File: src/rtl/dma_pkg.sv
// Shared DMA definitions: default bus widths and the TX engine state encoding.
package dma_pkg;

  localparam int unsigned DATA_WIDTH = 8;
  localparam int unsigned ADDR_WIDTH = 8;
  localparam int unsigned SIZE_WIDTH = 8;

  typedef enum logic [2:0] {
    IDLE  = 3'd0,
    READ  = 3'd1,
    WAIT  = 3'd2,
    WRITE = 3'd3,
    DONE  = 3'd4
  } dma_tx_state_t;

endpackage

File: src/rtl/dma_tx_controller.sv
// Memory-to-UART transmit DMA: reads a block from data memory one byte at a
// time and pushes each byte into the UART TX buffer, stalling while it is full.
module dma_tx_controller #(
  parameter int unsigned DATA_WIDTH = dma_pkg::DATA_WIDTH,
  parameter int unsigned ADDR_WIDTH = dma_pkg::ADDR_WIDTH,
  parameter int unsigned SIZE_WIDTH = dma_pkg::SIZE_WIDTH
) (
  input  logic                  clk,
  input  logic                  rstn,
  input  logic                  start,
  input  logic [ADDR_WIDTH-1:0] start_address,
  input  logic [SIZE_WIDTH-1:0] transfer_size,
  output logic                  done,
  output logic                  busy,
  output logic                  mem_read_enable,
  output logic [ADDR_WIDTH-1:0] mem_read_address,
  input  logic [DATA_WIDTH-1:0] mem_read_data,
  output logic                  uart_tx_write_enable,
  output logic [DATA_WIDTH-1:0] uart_tx_write_data,
  input  logic                  uart_tx_full
);

  import dma_pkg::*;

  dma_tx_state_t         state_q, state_d;
  logic [ADDR_WIDTH-1:0] addr_q, addr_d;
  logic [SIZE_WIDTH-1:0] remaining_q, remaining_d;
  logic [DATA_WIDTH-1:0] data_q, data_d;

  always_ff @(posedge clk) begin
    if (!rstn) begin
      state_q     <= IDLE;
      addr_q      <= '0;
      remaining_q <= '0;
      data_q      <= '0;
    end else begin
      state_q     <= state_d;
      addr_q      <= addr_d;
      remaining_q <= remaining_d;
      data_q      <= data_d;
    end
  end

  // Next-state and register update decode
  always_comb begin
    state_d     = state_q;
    addr_d      = addr_q;
    remaining_d = remaining_q;
    data_d      = data_q;
    unique case (state_q)
      IDLE, DONE: begin
        if (start) begin
          addr_d      = start_address;
          remaining_d = transfer_size;
          state_d     = (transfer_size == '0) ? DONE : READ;
        end
      end
      READ: begin
        state_d = WAIT;
      end
      WAIT: begin
        data_d  = mem_read_data;
        state_d = WRITE;
      end
      WRITE: begin
        if (!uart_tx_full) begin
          addr_d = addr_q + ADDR_WIDTH'(1);
          if (remaining_q != '0) begin
            remaining_d = remaining_q - SIZE_WIDTH'(1);
          end
          // A zero count here is unreachable; treat it as the last byte
          state_d = (remaining_q <= SIZE_WIDTH'(1)) ? DONE : READ;
        end
      end
      default: begin
        state_d = IDLE;
      end
    endcase
  end

  // Strobes come straight off the state register; the TX push also honours full
  assign done                 = (state_q == DONE);
  assign busy                 = (state_q == READ) || (state_q == WAIT) || (state_q == WRITE);
  assign mem_read_enable      = (state_q == READ);
  assign mem_read_address     = addr_q;
  assign uart_tx_write_enable = (state_q == WRITE) && !uart_tx_full;
  assign uart_tx_write_data   = data_q;

endmodule
File: config.mk
export PLATFORM = sky130hd
export DESIGN_NAME = dma_tx_controller
export DESIGN_NICKNAME = d
export VERILOG_FILES = /design/src/rtl/dma_pkg.sv /design/src/rtl/dma_tx_controller.sv
export SDC_FILE = /design/constraint.sdc
export NUM_CORES = 1
export LEC_CHECK = 0
export ABC_AREA = 1
export CAP_MARGIN = 20
export CORE_AREA = 10 10 64 87
export DETAILED_ROUTE_END_ITERATION = 10
export DIE_AREA = 0 0 74 97
export PLACE_DENSITY = 0.83
export SETUP_SLACK_MARGIN = 0.02
export SKIP_LAST_GASP = 1
export SYNTH_ARGS = -nofsm -noshare
export SYNTH_HDL_FRONTEND = slang
export SYNTH_SLANG_ARGS = --single-unit
File: constraint.sdc
create_clock -name clk -period 3.1 [get_ports clk]
set_input_delay 0.62 -clock clk [delete_from_list [all_inputs] [get_ports clk]]
set_output_delay 0.62 -clock clk [all_outputs]
set_load 0.02 [all_outputs]
==> impl_metrics.tcl, run 1 <==
set metrics [dict create \
    outcome "complete, no violations" \
    dieArea_mm2 0.00718 \
    gr-usage-all-layers_pct 12.5 \
    rsz0062_at_grt "no" \
    r2r_start "state_q[2]" \
    cts.sinks 27 \
    hold_viol_final 0 \
    drtPass1Iterations 4 \
    syn_inst 251 \
    viasPerCell 5.16 \
    path_depth 4 \
    fmax_ghz 0.411 \
    route.detailed.wl_per_inst_um 13.0 \
    drv_cap 0 \
    cts_root_buffer "clkbuf_8" \
    grt_pass1_wl_um 7610 \
    cts_tree "yes" \
    io_buffer_count 47 \
    syn_area_per_cell_um2 6.59 \
    reg2reg_slack_ns 1.14 \
    arrival_ns 1.81 \
    syn_area_mm2 0.00165 \
    ctsResizeCount 0 \
    startpoint_type "flip-flop" \
    synth_edf_count 0 \
    critical_path_class "reg -> out" \
    startpoint "state_q[2]" \
    critPathCapture "uart_tx_write_enable" \
    ys.flop_type "dfxtp_1" \
    initial_core_util_pct 41.8 \
    drive_gt1_share_pct 7.77 \
    slowest_delay_ns 0.62 \
    worst_slack_ns 0.669 \
    grt.overflow.total 0 \
    final_nets 328 \
    final_cell_mix "51 x nand2_1, 47 x clkdlybuf4s50_1, 38 x nor2_1" \
    num_rows 27 \
    die_y_um 97 \
    top_level_ports 48 \
    drt-total-wl_um 4410 \
    drv_slew 0 \
    syn_nets 282 \
    ys_types 28 \
    vias 1749 \
    antennaDiodeCount 0 \
    cts_buffers 3 \
    setup_viol 0 \
    power_density_mw_per_mm2 812 \
    critical_path_buf_inv_count 2 \
    final.setup.tns_ns 0 \
    htree_levels 1 \
    crit_chain "inv_1 -> nand3_4 -> nor2_1 -> clkdlybuf4s50_1" \
    yosysWarnings 0 \
    die_width_um 74 \
    drt_iter0_markers 140 \
    ir_drop_uv 453 \
    synth-seq-area-share_pct 32.7 \
    clock_path_buffers 2 \
    fin_crit_sh_pct 78.4 \
    crit_fanout 16 \
    synth-async-reset-ratio_pct 0 \
    drc 0 \
    power.total_mw 1.76 \
    fin_worst_skew_ns 0.00296 \
    path_delay_family "buffers and inverters" \
    grt_max_degree 29 \
    cp_slowest_cell "clkdlybuf4s50_1" \
    min-delay-start "uart_tx_write_data[0]" \
    dpl.hpwl_um 3440 \
    r2r_cells 8 \
    leakagePower_nw 0.888 \
    reg2reg_to "remaining_q[1]" \
    layout_commonest_cell "nand2_1" \
    holdBufCountCts 0 \
    synth.ff_latch_count 27 \
    antenna_found_initial 0 \
    endpoint_kind "output pin" \
    cp.required_ns 2.48 \
    drtAntennaViolNets 0 \
    gp_congestion 0.863 \
    clkSlewWorstSetupHoldPaths_ns 0.09 \
    tightest_slew_ns 0.617 \
    core_area_mm2 0.00395 \
    area_delta_synth_final_pct 31.0 \
    grt_pass1_vias 1696 \
    post_cts_buffers 0 \
    clock_latency_ns 0.27 \
    slew_headroom_pct 58.8 \
    hp-class "reg -> reg" \
    min_period_ns 2.43 \
    dp_slack_ns 0.700 \
]
how the worst min path moves through the flow:
stage | to | slack [ns] | depth (start not counted)
CTS | uart_tx_write_data[0] | 0.45 | 2
finish | uart_tx_write_data[0] | 0.45 | 2
floorplan | remaining_q[5] | 0.47 | 2
global placement | uart_tx_write_data[3] | 0.43 | 2
detailed placement | uart_tx_write_data[0] | 0.44 | 2
global route | uart_tx_write_data[4] | 0.47 | 2
state kept, by name, indices dropped and copies added (netlist names):
register,count
uart_tx_write_data,8
remaining_q,8
mem_read_address,8
state_q,3
where the power goes:
| group | internal, mW | switching, mW | total (mW) |
|---|---|---|---|
| logic | 0.386 | 0.594 | 0.980 |
| registers | 0.464 | 0.120 | 0.584 |
| clock network | 0.0920 | 0.104 | 0.196 |
cell families after synthesis:
| group | Yosys count | share of synthesized area, % |
|---|---|---|
| adder cells (fa/ha/maj) | 3 | 2.27 |
| AO/OA/AOI/OAI | 59 | 19.3 |
| AND/OR/NAND/NOR | 123 | 34.6 |
| flip-flops | 27 | 32.7 |
| buffers and inverters | 39 | 11.1 |
per-stage QoR:
step                      area, um^2  util (%)  instances  hold slack (ns)
final                           2170      54.8        339            0.447
after global routing            2170      54.8        339            0.475
after CTS                       2170      54.8        339            0.452
after detailed placement        2120      53.7        335            0.439
after global placement          2120      53.7        335            0.431
after floorplan                 1650         -        251            0.465
routing by layer:
metal	vias to the layer above	track usage, %	wire length, um
met4	0	4.15	61
met3	6	3.88	386
met1	779	14.3	1790
li1	906	-	-
met5	-	0	0
met2	58	20.8	2170
layout make-up:
class	count	area, um^2
Sequential cell	27	541
Fill cell	375	1790
Multi-Input combinational cell	185	930
Tap cell	43	53.8
Inverter	32	120
Clock buffer	4	45.0
Timing Repair Buffer	48	478
synthesized netlist by cell type (3+ instances only):
cell | instances | area [um^2]
nand3_1 | 15 | 75.1
a21oi_1 | 21 | 105
dfxtp_1 | 27 | 541
nand2_2 | 4 | 25.0
nor2_2 | 3 | 18.8
inv_1 | 31 | 116
a31oi_1 | 5 | 31.3
ha_1 | 3 | 37.5
o21ai_0 | 24 | 120
nor2_1 | 38 | 143
o21ai_1 | 4 | 20.0
buf_2 | 3 | 15.0
nand2_1 | 51 | 191
worst reg2reg max path: cells and delay by family, from the launching register on:
family	cells	cell delay, ns
and+or+nand+nor	4	1.01
DFF	1	0.38
buffers and inverters	2	0.24
AOI/OAI and AO/OA	2	0.21
Note: power is estimated with default switching activity, not from simulation.
==> inputs of run 2 (changes only) <==
PLACE_DENSITY = 0.86   (was 0.83)
clock period = 2.17 ns   (was 3.1 ns; I/O delays follow)
==> run 2 against run 1 <==
- critical path depth is the same
- global-route usage down 0.11 points
- largest power group unchanged
- sequential share of layout area decreased by 0.24 points
- core utilization increased by 0.66 points
- sequential power increased by 43%
- highest routed layer unchanged
- via count fell by 1.1%
- critical path type unchanged
- largest cell class unchanged
- combinational power is 44% higher
- flip-flop and latch count did not move
- hold slack better by 0.00060 ns
==> impl_metrics.tcl, run 2 (synthesized netlist as in run 1, its figures left out) <==
set metrics [dict create \
    cp_slowest_cell "clkdlybuf4s50_1" \
    core_area_mm2 0.00395 \
    hp-class "reg -> reg" \
    cts_root_buffer "clkbuf_8" \
    io_buffer_count 47 \
    reg2reg_slack_ns 0.48 \
    antennaDiodeCount 0 \
    rsz0062_at_grt "no" \
    route.detailed.wl_per_inst_um 12.9 \
    setup_viol 0 \
    endpoint_kind "output pin" \
    drc 0 \
    num_rows 27 \
    die_width_um 74 \
    drive_gt1_share_pct 9.03 \
    grt_pass1_wl_um 7470 \
    fin_worst_skew_ns 0.00423 \
    drv_slew 0 \
    hold_viol_final 0 \
    final_nets 331 \
    post_cts_buffers 0 \
    tightest_slew_ns 0.566 \
    gp_congestion 0.928 \
    grt_pass1_vias 1656 \
    crit_chain "inv_1 -> nand3_4 -> nor2_1 -> clkdlybuf4s50_1" \
    drtAntennaViolNets 0 \
    min_period_ns 2.07 \
    antenna_found_initial 0 \
    viasPerCell 5.06 \
    r2r_cells 9 \
    hold_ws_ns 0.448 \
    area_delta_synth_final_pct 32.6 \
    layout_commonest_cell "nand2_1" \
    final.setup.tns_ns 0 \
    final_cell_mix "51 x nand2_1, 46 x clkdlybuf4s50_1, 38 x nor2_1" \
    min_to "uart_tx_write_data[3]" \
    startpoint_type "flip-flop" \
    reg2reg_to "mem_read_address[4]" \
    leakagePower_nw 0.921 \
    drtPass1Iterations 4 \
    ctsResizeCount 0 \
    slew_headroom_pct 62.2 \
    ir_drop_uv 949 \
    holdBufCountCts 0 \
    drt-total-wl_um 4410 \
    clkSlewWorstSetupHoldPaths_ns 0.09 \
    crit_fanout 5 \
    drt_iter0_markers 76 \
    fmax_ghz 0.483 \
    clock_latency_ns 0.28 \
    drv_cap 0 \
    vias 1729 \
    whs_path_depth 2 \
    die_y_um 97 \
    clock_path_buffers 2 \
    fin_crit_sh_pct 95.4 \
    power.total_mw 2.53 \
    dpl.hpwl_um 3480 \
    power_density_mw_per_mm2 1160 \
    gr-usage-all-layers_pct 12.3 \
    outcome "complete, no violations" \
    grt_max_degree 19 \
    path_delay_family "buffers and inverters" \
    grt.overflow.total 0 \
    slowest_delay_ns 0.61 \
    initial_core_util_pct 41.8 \
    min-delay-start "uart_tx_write_data[3]" \
    dieArea_mm2 0.00718 \
    cts.sinks 27 \
    critical_path_class "reg -> out" \
    cts_tree "yes" \
    top_level_ports 48 \
    arrival_ns 1.64 \
    r2r_start "state_q[2]" \
    htree_levels 1 \
    cp.required_ns 1.74 \
    cts_buffers 3 \
    critical_path_buf_inv_count 2 \
]
-- run 2: cell type report --
class                           count  area [um^2]
Tap cell                           43         53.8
Timing Repair Buffer               51          503
Sequential cell                    27          542
Inverter                           32          120
Fill cell                         392         1760
Clock buffer                        4         45.0
Multi-Input combinational cell    185          930
-- run 2: how the worst max path moves through the flow --
stage,slack [ns],cells after the start,start,end
2_1_floorplan,0.66,4,state_q[2],uart_tx_write_enable
3_3_place_gp,0.15,3,uart_tx_full,uart_tx_write_enable
3_5_place_dp,0.11,3,uart_tx_full,uart_tx_write_enable
4_1_cts,0.03,3,state_q[0],mem_read_enable
5_1_grt,0.03,4,state_q[2],uart_tx_write_enable
6_report,0.1,4,state_q[2],uart_tx_write_enable
-- run 2: through the flow --
stage / utilization (%) / worst slack, ns / instance area (um^2) / cells
floorplan: - / 0.661 / 1650 / 251
global placement: 54.3 / 0.149 / 2140 / 338
detailed placement: 54.3 / 0.111 / 2140 / 338
CTS: 55.4 / 0.0334 / 2190 / 342
global route: 55.5 / 0.0283 / 2190 / 342
finish: 55.5 / 0.0992 / 2190 / 342
-- run 2: worst min-delay path: cells and delay by family, from the launching register on --
kind,cells,cell delay (ns)
flops,1,0.32
compound gates,1,0.05
buf+inv,1,0.04
-- run 2: power breakdown --
group,total (mW),leakage [nW],internal (mW),switching [mW]
Sequential,0.833,0.223,0.664,0.168
Clock,0.288,0.0228,0.132,0.156
Combinational,1.41,0.675,0.572,0.842
-- run 2: routing by layer --
layer  GRT usage [%]  share of wire (%)  vias to the layer above
met3            2.96                7.7                        7
li1                -                  -                      908
met5               0                  0                        -
met4            4.01                1.7                        0
met1            12.6                 40                      769
met2            23.0                 50                       45
